### config.mk
export PLATFORM = sky130hd
export DESIGN_NAME = pipe_hazard_ctrl
export DESIGN_NICKNAME = d
export VERILOG_FILES = /design/src/rtl/pipe_hazard_ctrl.sv
export SDC_FILE = /design/constraint.sdc
export NUM_CORES = 1
export LEC_CHECK = 0
export CORE_MARGIN = 1.5
export CORE_UTILIZATION = 34
export CTS_BUF_LIST = sky130_fd_sc_hd__clkbuf_8
export CTS_CLUSTER_SIZE = 25
export DETAILED_ROUTE_END_ITERATION = 10
export GPL_TIMING_DRIVEN = 0
export PLACE_DENSITY_LB_ADDON = 0.15
export SLEW_MARGIN = 20
export SYNTH_ARGS = -nofsm -noshare
export SYNTH_HDL_FRONTEND = slang
export SYNTH_SLANG_ARGS = --single-unit
export TNS_END_PERCENT = 1
### constraint.sdc
create_clock -name clk_i -period 2.5 [get_ports clk_i]
set_input_delay 0.5 -clock clk_i [delete_from_list [all_inputs] [get_ports clk_i]]
set_output_delay 0.5 -clock clk_i [all_outputs]
set_load 0.01 [all_outputs]
### src/rtl/pipe_hazard_ctrl.sv
// Pipeline sequencing controller: load-use stall, branch flush, memory freeze, startup hold.
// Optional saturating performance counters are built when HAZ_PERF_CNT_EN is defined.
module pipe_hazard_ctrl #(
    parameter int MISS_TIMEOUT = 64,
    parameter int CNT_W        = 32
) (
    input  logic             clk_i,
    input  logic             rst_i,
    input  logic             start_i,
    input  logic             IDEX_memread,
    input  logic [4:0]       IDEX_rt,
    input  logic [4:0]       IFID_rs,
    input  logic [4:0]       IFID_rt,
    input  logic             branch_taken_i,
    input  logic             mem_req_i,
    input  logic             mem_ack_i,
    output logic             PC_write,
    output logic             IFID_write,
    output logic             IDEX_bubble,
    output logic             IFID_flush,
    output logic             pipe_freeze,
    output logic             err_o,
    output logic [CNT_W-1:0] stall_cnt_o,
    output logic [CNT_W-1:0] flush_cnt_o,
    output logic [CNT_W-1:0] miss_cnt_o
);

    localparam int MCW = $clog2(MISS_TIMEOUT + 1);
    localparam logic [MCW-1:0] TIMEOUT = MCW'(MISS_TIMEOUT);
    localparam logic [MCW-1:0] ONE     = MCW'(1);

    typedef enum logic [1:0] {
        IDLE = 2'd0,
        RUN  = 2'd1,
        MISS = 2'd2,
        HALT = 2'd3
    } state_t;

    state_t         r_state;
    state_t         w_next;
    logic [MCW-1:0] r_miss;
    logic [MCW-1:0] w_miss_next;
    logic           w_freeze;
    logic           w_load_use;

    assign w_freeze   = mem_req_i & ~mem_ack_i;
    assign w_load_use = IDEX_memread & (IDEX_rt != 5'd0) &
                        ((IDEX_rt == IFID_rs) | (IDEX_rt == IFID_rt));

    always_ff @(posedge clk_i or negedge rst_i) begin
        if (!rst_i) begin
            r_state <= IDLE;
            r_miss  <= '0;
        end else begin
            r_state <= w_next;
            r_miss  <= w_miss_next;
        end
    end

    always_comb begin
        w_next      = r_state;
        w_miss_next = r_miss;
        PC_write    = 1'b0;
        IFID_write  = 1'b0;
        IDEX_bubble = 1'b0;
        IFID_flush  = 1'b0;
        pipe_freeze = 1'b0;
        unique case (r_state)
            IDLE: begin
                IDEX_bubble = 1'b1;
                if (start_i) w_next = RUN;
            end
            RUN: begin
                if (w_freeze) begin
                    pipe_freeze = 1'b1;
                    w_miss_next = ONE;
                    w_next      = (TIMEOUT <= ONE) ? HALT : MISS;
                end else if (w_load_use) begin
                    IDEX_bubble = 1'b1;
                end else begin
                    PC_write   = 1'b1;
                    IFID_write = 1'b1;
                    IFID_flush = branch_taken_i;
                end
            end
            MISS: begin
                pipe_freeze = ~mem_ack_i;
                PC_write    = mem_ack_i;
                IFID_write  = mem_ack_i;
                if (mem_ack_i) begin
                    w_next      = RUN;
                    w_miss_next = '0;
                end else if (r_miss >= TIMEOUT - ONE) begin
                    // Saturate at the limit so the counter can never wrap
                    w_next      = HALT;
                    w_miss_next = TIMEOUT;
                end else begin
                    w_miss_next = r_miss + ONE;
                end
            end
            HALT: begin
                pipe_freeze = 1'b1;
            end
            default: begin
                w_next      = IDLE;
                w_miss_next = '0;
            end
        endcase
    end

    assign err_o = (r_state == HALT);

`ifdef HAZ_PERF_CNT_EN
    logic             w_active;
    logic [CNT_W-1:0] r_stall_cnt;
    logic [CNT_W-1:0] r_flush_cnt;
    logic [CNT_W-1:0] r_miss_cnt;

    assign w_active = (r_state == RUN) | (r_state == MISS);

    always_ff @(posedge clk_i or negedge rst_i) begin
        if (!rst_i) begin
            r_stall_cnt <= '0;
            r_flush_cnt <= '0;
            r_miss_cnt  <= '0;
        end else begin
            if ((r_state == RUN) && w_load_use && !w_freeze && (r_stall_cnt != '1))
                r_stall_cnt <= r_stall_cnt + CNT_W'(1);
            if (IFID_flush && (r_flush_cnt != '1))
                r_flush_cnt <= r_flush_cnt + CNT_W'(1);
            if (w_active && pipe_freeze && (r_miss_cnt != '1))
                r_miss_cnt <= r_miss_cnt + CNT_W'(1);
        end
    end

    assign stall_cnt_o = r_stall_cnt;
    assign flush_cnt_o = r_flush_cnt;
    assign miss_cnt_o  = r_miss_cnt;
`else
    assign stall_cnt_o = '0;
    assign flush_cnt_o = '0;
    assign miss_cnt_o  = '0;
`endif

endmodule

==> qor.txt <==
Primary FF master, synth - dfrtp_1
sequential share of the synthesized area - 15.08%
RePlAce Congestion - 0.7778
first-pass GRT wire length - 4512 um
Switching Share - 42.13%
worst-path maximum fanout - 3
commonest cells in the netlist - buf_4, xor2_1, dfrtp_1, o21ai_1, nor2_1
Slew headroom - 66.15%
FF-to-FF Start - r_miss[0]
final hold vios - 0
critical path's largest stage delay - 460 ps
CTS tree - done
fin. max-slew vios - 0
Pwr per Cell Area - 469.1 nW/um2
setup ws final - 59.11 ps
final instance area - 2282 um2
crit path max-delay cell type - or4_4
EDFF count, synth - 0
Synth Register Bits - 9
Psw - 0.4510 mW
Core Area - 4115 um2
# port buffers - 27
top-count cell post-synth - buf_4
Synth Instances - 188
Peak Freq - 409.7 MHz
part of the power in registers - 19.7%
FF+latch area - 225.2 um2
Synth area leader - buf_4
RSZ-0062 raised after global routing - false
Nets - 342
gr ovfl total - 0
I/O Pins - 124
Worst EP required - 2000 ps
DP HPWL - 2577 um
Setup violations, final - 0
DR pass1 iterations - 4
Reg clk slew, reported paths - 40 ps
Clk pwr share - 15.4%
H-tree lvl count - 1
Clock Tree Root - clkbuf_8
CTS buffer count - 3
crit end category - output port
DRT antenna net count - 0
initial antenna violation count - 0
Yosys warning total - 0
dpl ws - -844.1 ps
min-delay src - r_miss[5]
Routed WL - 2933 um
WL/cell - 8.080 um
synthesized area - 1494 um2
Post-DP Area - 2183 um2
Mean Syn Cell Area - 7.946 um2
Via density - 3.402
max cap viols - 0
area occupied by multi-input gates - 933.4 um2
Max VDD drop - 0.3998 mV
Startpoint Class - input pin
Fin Setup TNS - 0 ps
layout cells sized above 1 - 36.74%
Comb power frac - 64.8%
worst-skew pair later-pin latency - 240 ps
Final Core Density - 55.46%
# diodes - 0
Yosys cell types - 30
Fillers - 411
area growth from synthesis to layout - 52.76%
dpl cells - 360
FP Rows - 23
Setup crit start - IDEX_rt[1]
crit path cell chain - clkdlybuf4s15_1, or4_4, o21ai_4, o2111ai_2, o311ai_4, buf_4, buf_6
Starting Density - 36.30%
Residual DRC - 0
crit path DAT - 1940 ps
Final Skew - 1.717 ps
Initial DRC Count - 6
final non-filler cell total - 363
top cells by area, synth - buf_4, dfrtp_1, xor2_1, ha_1, o21ai_1
Power Internal - 0.6196 mW
All-Layer GR Usage - 11.71%
Final min period - 2441 ps
Yosys top cell area share - 48.74%
Worst Max-Slew Pin Slew - 504.4 ps
status - completed
Hold Slack - 496.0 ps
period utilisation layout - 97.64%
vias in the first global route - 983
number of hold buffers added after CTS - 0
Static Leakage - 1.371 nW
clk sinks - 9
die area - 4800 um2
total power - 1.071 mW
Die W - 69.29 um
Crit Path Category - input pin to output port
largest net degree at the start of global routing - 12
clock buffer depth - 2
via count - 1235
Hold Crit Class - register to register
post-synthesis async set-or-reset flop share - 100.0%
Die Span Y - 69.29 um
-- layout by cell type (no fill, tap or decap), drive strengths merged, types with 6 or more instances in the layout --
cell and instances:
ha 6, dfrtp 9, nor2 9, clkdlybuf4s50 8
xor2 10, inv 6, buf 100, conb 96
dlymetal6s2s 7, o21ai 12
-- flip-flops by register name, indices dropped and copies added, names as in the netlist --
signal and flops:
r_state 2, r_miss 7
-- final timing paths --
check	slack (ps)	to	depth (start not counted)
setup / recovery	60	PC_write	7
setup reg to reg	700	r_miss[4]	6
hold / removal	500	r_miss[5]	1
hold reg to reg	500	r_miss[5]	1
max in group asynchronous	1660	r_state[1]	1
min in group asynchronous	560	r_miss[3]	1
-- timing repair --
item                                    CTS  global route
endpoints found under the hold margin     0             0
pin swaps                                 7            11
resized for setup                        32            12
buffers inserted                          0             0
endpoints found under the setup margin    5             4
-- final cells by class --
type	count	area share [%]
Tap cell	50	2.741
Inverter	5	0.8224
Sequential cell	9	9.868
Clock inverter	1	0.1645
Timing Repair Buffer	27	11.79
Multi-Input combinational cell	171	40.90
Buffer	97	31.91
Clock buffer	3	1.809
-- power groups by stage --
stage / registers (mW) / clock network [mW] / logic [mW]
after detailed placement: 0.209 / 0 / 0.664
final: 0.211 / 0.165 / 0.694
after global placement: 0.208 / 0 / 0.660
after CTS: 0.207 / 0.172 / 0.670
after floorplan: 0.202 / 0 / 0.479
after global routing: 0.218 / 0.178 / 0.768
-- kinds of logic (layout without fill, tap and decap cells) --
| group | count (synthesis) | in the layout | synth area share [%] |
|---|---|---|---|
| buf+inv | 103 | 133 | 50.25 |
| other cells | 1 | 96 | 0.2510 |
| flops | 9 | 9 | 15.08 |
| compound gates | 25 | 25 | 11.64 |
| xor+xnor | 10 | 10 | 5.862 |
| simple gates | 33 | 33 | 11.14 |
| mux | 1 | 1 | 0.7537 |
| fa+ha+maj | 6 | 6 | 5.025 |
-- critical path: cells and delay by family --
kind	cells	cell delay [ps]
AO/OA/AOI/OAI	3	500
buffers and inverters	3	490
AND/OR/NAND/NOR	1	460
-- metal layers --
metal / share of wire, % / vias to the layer above / GRT usage (%)
li1: - / 675 / -
met1: 39 / 481 / 12.89
met2: 47 / 74 / 20.19
met3: 11 / 5 / 3.198
met4: 2.0 / 0 / 6.536
met5: 0 / - / 0
(Power assumes the default switching activity.)
